==> config.mk <==
export PLATFORM = sky130hd
export DESIGN_NAME = fetch_buffer
export DESIGN_NICKNAME = d
export VERILOG_FILES = /design/src/rtl/fetch_buffer.sv
export SDC_FILE = /design/constraint.sdc
export NUM_CORES = 1
export LEC_CHECK = 0
export BUFFER_PORTS_ARGS = -buffer_cell sky130_fd_sc_hd__buf_4
export CAP_MARGIN = 0
export CORE_AREA = 4 4 207 209
export DETAILED_ROUTE_END_ITERATION = 16
export DIE_AREA = 0 0 211 213
export PLACE_DENSITY_LB_ADDON = 0.12
export RECOVER_POWER = 100
export SETUP_SLACK_MARGIN = 0.05
export SLEW_MARGIN = 25
export SYNTH_ARGS = -nofsm -noshare
export SYNTH_HDL_FRONTEND = slang
export SYNTH_SLANG_ARGS = --single-unit
==> constraint.sdc <==
create_clock -name clk -period 4.5 [get_ports clk]
set_input_delay 1.125 -clock clk [delete_from_list [all_inputs] [get_ports clk]]
set_output_delay 1.125 -clock clk [all_outputs]
set_load 0.05 [all_outputs]
==> src/rtl/fetch_buffer.sv <==
// Instruction prefetch buffer: request/ready fetch into a small {PC, instr} FIFO feeding decode.
// Redirects flush the FIFO; a request left hanging by the redirect is drained in DISCARD.
module fetch_buffer #(
  parameter int          DEPTH    = 4,
  parameter logic [31:0] RESET_PC = 32'h0000_0000
) (
  input  logic                     clk,
  input  logic                     rst,
  input  logic                     redirect,
  input  logic [31:0]              redirectPC,
  input  logic                     stall,
  output logic                     memReq,
  output logic [31:0]              memAddr,
  input  logic                     memReady,
  input  logic [31:0]              memData,
  output logic                     valid,
  output logic [31:0]              instrOut,
  output logic [31:0]              pcOut,
  output logic [31:0]              pcPlus4Out,
  output logic [$clog2(DEPTH):0]   count
);
  localparam int AW = $clog2(DEPTH);
  localparam int CW = AW + 1;
  localparam logic [CW-1:0] FULL = CW'(DEPTH);
  localparam logic [31:0]   NOP  = 32'h0000_0013;

  typedef enum logic {FETCH, DISCARD} state_t;

  state_t         state_q, state_d;
  logic [31:0]    fetch_pc, discard_addr;
  logic [AW-1:0]  rd_ptr, wr_ptr;
  logic [CW-1:0]  count_q;
  logic [31:0]    pc_mem    [DEPTH];
  logic [31:0]    instr_mem [DEPTH];
  logic           xfer, push, pop;

  // rst gates memReq so no request is presented while reset is held
  assign memReq  = !rst && ((state_q == DISCARD) || (count_q != FULL));
  assign memAddr = (state_q == DISCARD) ? discard_addr : fetch_pc;
  assign xfer    = memReq && memReady;
  assign push    = xfer && (state_q == FETCH) && !redirect;
  assign pop     = valid && !stall && !redirect;

  assign count      = count_q;
  assign valid      = (count_q != '0);
  assign instrOut   = valid ? instr_mem[rd_ptr] : NOP;
  assign pcOut      = valid ? pc_mem[rd_ptr] : 32'h0;
  assign pcPlus4Out = valid ? pc_mem[rd_ptr] + 32'd4 : 32'h0;

  always_ff @(posedge clk or posedge rst) begin
    if (rst) state_q <= FETCH;
    else     state_q <= state_d;
  end

  always_comb begin
    state_d = state_q;
    case (state_q)
      FETCH:   if (redirect && memReq && !memReady) state_d = DISCARD;
      DISCARD: if (memReady) state_d = FETCH;
      default: state_d = FETCH;
    endcase
  end

  always_ff @(posedge clk or posedge rst) begin
    if (rst) begin
      fetch_pc     <= RESET_PC;
      discard_addr <= RESET_PC;
      rd_ptr       <= '0;
      wr_ptr       <= '0;
      count_q      <= '0;
    end else if (redirect) begin
      fetch_pc <= redirectPC;
      rd_ptr   <= '0;
      wr_ptr   <= '0;
      count_q  <= '0;
      // the abandoned address must stay on memAddr until memory accepts it
      if (state_q == FETCH && state_d == DISCARD) discard_addr <= fetch_pc;
    end else begin
      if (push) begin
        wr_ptr   <= wr_ptr + AW'(1);
        fetch_pc <= fetch_pc + 32'd4;
      end
      if (pop) rd_ptr <= rd_ptr + AW'(1);
      case ({push, pop})
        2'b10:   count_q <= count_q + CW'(1);
        2'b01:   count_q <= count_q - CW'(1);
        default: count_q <= count_q;
      endcase
    end
  end

  always_ff @(posedge clk) begin
    if (push) begin
      pc_mem[wr_ptr]    <= fetch_pc;
      instr_mem[wr_ptr] <= memData;
    end
  end

endmodule

**Word level (Yosys, flattened, before mapping)**

Memory sizes are Yosys's and may differ from the RTL's.
Index checks and enable logic that the tools add are counted.
W data, S select, Z words.

- Bits in writable memories: 256
- Flip-flop bits (word level): 72
- Input bits: 69
- Memories: 2
- Word-level logic and storage cells: 54
- Output and inout port bits: 133

- Mux-type cells: 17
- Reduce and logical (&&, ||, !) cells: 19
- Bitwise logic cells: 1
- Add/sub/neg operators: 6
- Equal/unequal tests: 3

Memory list:

| name | depth | bits a word | read ports | clocked after memory_dff | wr ports | line | source |
|---|---|---|---|---|---|---|---|
| instr_mem | 4 | 32 | 1 | 0 | 1 | 34 | `logic [31:0] instr_mem [DEPTH];` |
| pc_mem | 4 | 32 | 1 | 0 | 1 | 33 | `logic [31:0] pc_mem [DEPTH];` |

Operators with widths:

| cell | count |
|---|---|
| $mux W32 | 6 |
| $add A32 B3 Y32 const B | 2 |
| $logic_and A1 B1 Y1 | 9 |
| $mux W2 | 4 |
| $pmux W3 S2 | 1 |
| $reduce_bool A3 Y1 | 2 |
| $add A2 B1 Y2 const B | 2 |
| $logic_not A1 Y1 | 4 |
| $mux W1 | 4 |
| $reduce_bool A2 Y1 | 2 |
| $add A3 B1 Y3 const B | 1 |
| $mux W3 | 1 |
| $ne A3 B3 Y1 const B | 1 |
| $sub A3 B1 Y3 const B | 1 |
| $eq A2 B1 Y1 const B | 1 |
| $eq A2 B2 Y1 const B | 1 |
| $pmux W1 S2 | 1 |
| $reduce_and A2 Y1 | 1 |
| $logic_or A1 B1 Y1 | 1 |
| $not A1 Y1 | 1 |

**Longest topological paths before layout**

- Word-level depth: 9
- Gate-level depth with buffers: 9

**Worst setup path before layout**

No wires, ideal clock.

- Path kind: register -> output
- Start point: reg rd_ptr[0]
- End point: out pcPlus4Out[18]
- Slack: 0.414 ns
- Arrival time: 2.961 ns
- Stages on the path, launching flop included: 10
- Cell sequence: dfrtp_1 -> buf_4 -> buf_4 -> mux4_2 -> ha_1 -> and4_1 -> clkbuf_1 -> nand3_1 -> o21ai_0 -> a21oi_1

- Word-level cells in the longest chain between the ends: 3

RTL lines:

| what | line | source |
|---|---|---|
| from (decl) | 31 | `logic [AW-1:0] rd_ptr, wr_ptr;` |
| from (signal assigned) | 83 | `if (pop) rd_ptr <= rd_ptr + AW'(1);` |
| $mem_v2 Z4 W32 | - |  |
| $add A32 B3 Y32 | 48 | `assign pcPlus4Out = valid ? pc_mem[rd_ptr] + 32'd4 : 32'h0;` |
| $mux W32 | 48 |  |
| to (decl) | 19 | `output logic [31:0] pcPlus4Out,` |

Every way passes these cells.

**Worst setup path in the final report**

- Start point: reg rd_ptr[0]
- End point: out pcPlus4Out[26]

Same word-level chain as after synthesis.

==> results_dict.tcl <==
set metrics [dict create \
    status "finished with violations" \
    violations "max-capacitance violations, max-slew violations" \
    cts_buffers 37 \
    cap_violations 2 \
    synth_top_family_by_area "multiplexers" \
    synth-simple-area-share 0.101 \
    syn_inst 907 \
    wl_per_cell_um 21.6 \
    drive_gt1_frac 0.303 \
    setup_tns_ns 0 \
    synth.distinct_cells 52 \
    cts_hold_buf 0 \
    syn_nets 983 \
    routed_wirelength_mm 36.6 \
    skew_ns 0.0274 \
    final_nets 1212 \
    drtAntennaViolNets 0 \
    drc 0 \
    diodes 0 \
    cts_buffer_depth 3 \
    fin_crit_sh 0.968 \
    ys_warn_count 0 \
    overflow 0 \
    p_per_area_nw_per_um2 693 \
    p_leak_nw 6.06 \
    via_per_inst 5.05 \
    grt_pass1_vias 8940 \
    synth_compound_area_frac 0.0237 \
    synth-edff-count 256 \
    slew_headroom -0.891 \
    cts_tree "done" \
    drv_slew 94 \
    hold_viol 0 \
    setup_violations 0 \
    gp_routability_congestion 0.772 \
    pre_cts_ws_ns 0.605 \
    cp_cell_sequence "clkbuf_4 > mux4_2 > ha_1 > and4_4 > nand3_1 > clkbuf_2 > nor3_1 > mux2_2 > buf_4" \
    initial_core_util 0.349 \
    synth_area_leader_cell "edfxtp_1" \
    drt-pass1-iter-count 4 \
    critPathSlowestCell "dfrtp_4" \
    crit_path_start_kind "flop" \
    netlist.area_leader.share 0.540 \
    fill_cells 3818 \
    critPathBufInv 3 \
    rsz0062_at_grt "true" \
    path_clk_slew_ns 0.06 \
    cts-root-buf "clkbuf_16" \
    die_h_um 213 \
    yosysSeqAreaShare 0.667 \
    die_area_um2 44900 \
    crit_family "multiplexers" \
    antenna_found_initial 0 \
    synth_ff_type "edfxtp_1" \
    cts_htree_levels 2 \
    gr-usage-all-layers 0.160 \
    critPathMaxStageDelay_ns 0.56 \
    grt_max_degree 69 \
    fp-row-count 74 \
    num_vias 8561 \
    grt_pass1_wl_mm 55.2 \
    min_period_ns 4.36 \
    final_cell_mix "edfxtp_1 (256), buf_4 (123), clkbuf_1 (85), dfrtp_1 (70), mux4_2 (64)" \
    port_buffers 201 \
    layout_setup_ws_ns 0.143 \
    dieWidth_um 211 \
    syn-cell-area_um2 14200 \
    coreArea_um2 40800 \
    crit_path_max_fanout 13 \
    avgSynthCellArea_um2 15.7 \
    fmax_mhz 230 \
    synthTopCellsByArea "edfxtp_1 (54%), dfrtp_1 (13%), mux4_2 (10%)" \
    drt_iter0_drc 495 \
    final_common_cell "edfxtp_1" \
    synthAdderAreaFrac 0.00668 \
    synthXorXnorAreaFrac 0.0240 \
    hold_class "reg -> reg" \
    arrival_ns 3.23 \
    critical_path_class "reg -> out" \
    crit_required_ns 3.38 \
    end_kind "output port" \
    post-dp-hpwl_mm 24.7 \
    ys_seq_elements 328 \
    async_reset_ff_frac 0.220 \
    cts.sinks 328 \
    tightest_slew_ns 2.84 \
    io_pins 202 \
    ir_worst_vdd_mv 0.415 \
    muxShareOfSynthArea 0.157 \
    area_growth_pct 22.1 \
    clock_latency_ns 0.54 \
]
[report_power, final]
part / internal, mW / leakage, nW / total [mW] / switching (mW)
logic: 1.51 / 2.26 / 5.29 / 3.78
registers: 3.53 / 3.20 / 3.74 / 0.212
clock network: 1.81 / 0.599 / 3.01 / 1.19
total: 6.85 / 6.06 / 12.0 / 5.19
[metal layers]
| metal | vias up | share of wire | track usage |
|---|---|---|---|
| li1 | 3908 | - | - |
| met1 | 4396 | 0.47 | 0.236 |
| met2 | 206 | 0.46 | 0.246 |
| met3 | 51 | 0.046 | 0.0281 |
| met4 | 0 | 0.023 | 0.0463 |
| met5 | - | 0 | 0 |
[through the flow]
step	std cells	hold WS, ns	power (mW)	instance area [um2]	util
after floorplan	907	0.474	7.59	14200	-
after global placement	1618	0.484	9.35	16500	0.404
after detailed placement	1618	0.490	9.36	16500	0.404
after CTS	1686	0.505	12.4	17700	0.433
after global routing	1696	0.514	12.6	17400	0.426
final	1696	0.497	12.0	17400	0.426
[Yosys cell counts (all sizes together) (2+ instances only)]
master and n:
xor2 11, o31a 2, o21ai 40, a21oi 8, mux4 64, xnor2 28
or3b 2, o311ai 3, inv 18, or4b 2, mux2 69, and4 8
nor3b 2, and2 67, or2 3, and3 2, nor2 45, clkbuf 34
nand3 22, edfxtp 256, nor4 14, nor3 16, ha 6, buf 16
o211ai 2, dfrtp 72, or3 8, nand2 59, mux2i 2, nand4 13
[registers in the layout (all words and copies together), names as in the netlist]
register	flops
count	3
discard_addr	32
fetch_pc	32
instr_mem	128
pc_mem	128
rd_ptr	2
state_q	1
wr_ptr	2
[worst reg2reg max path, delay by kind of cell (launching register included)]
family	cells	cell delay, ns
simple gates	1	0.58
mux	1	0.43
buf+inv	2	1.71
flops	1	0.63
[area by class of cell]
class	count	area [um2]	share of cell area
Clock inverter	24	248	0.0143
Multi-Input combinational cell	510	4460	0.257
Timing Repair Buffer	240	1480	0.0851
Tap cell	532	666	0.0383
Inverter	19	71.3	0.00410
Sequential cell	328	9500	0.547
Clock buffer	43	958	0.0552
[final timing paths]
path	from	to	slack [ns]	depth (start not counted)
worst min register to register	discard_addr[4]$_DFFE_PP0P_	discard_addr[4]$_DFFE_PP0P_	0.50	1
max in group asynchronous	rst	discard_addr[28]$_DFFE_PP0P_	1.73	3
worst min-delay path	discard_addr[4]$_DFFE_PP0P_	discard_addr[4]$_DFFE_PP0P_	0.50	1
worst max register to register	state_q$_DFF_PP0_	discard_addr[10]$_DFFE_PP0P_	1.03	4
min in group asynchronous	rst	fetch_pc[10]$_DFFE_PP0N_	1.07	2
worst max-delay path	rd_ptr[0]$_DFFE_PP0P_	pcPlus4Out[26]	0.14	9
[repair_timing]
action / in CTS / in global routing
gates resized for setup: 0 / 3
setup endpoints to repair: 3 / 8
buffers inserted: 1 / 10
hold endpoints to repair: 0 / 0
[cells by family after synthesis]
group / after synthesis
flops: 328
simple gates: 269
mux: 135
buf+inv: 69
compound gates: 60
xor+xnor: 39
fa+ha+maj: 7
No activity file was read; power rests on OpenSTA's default activity.
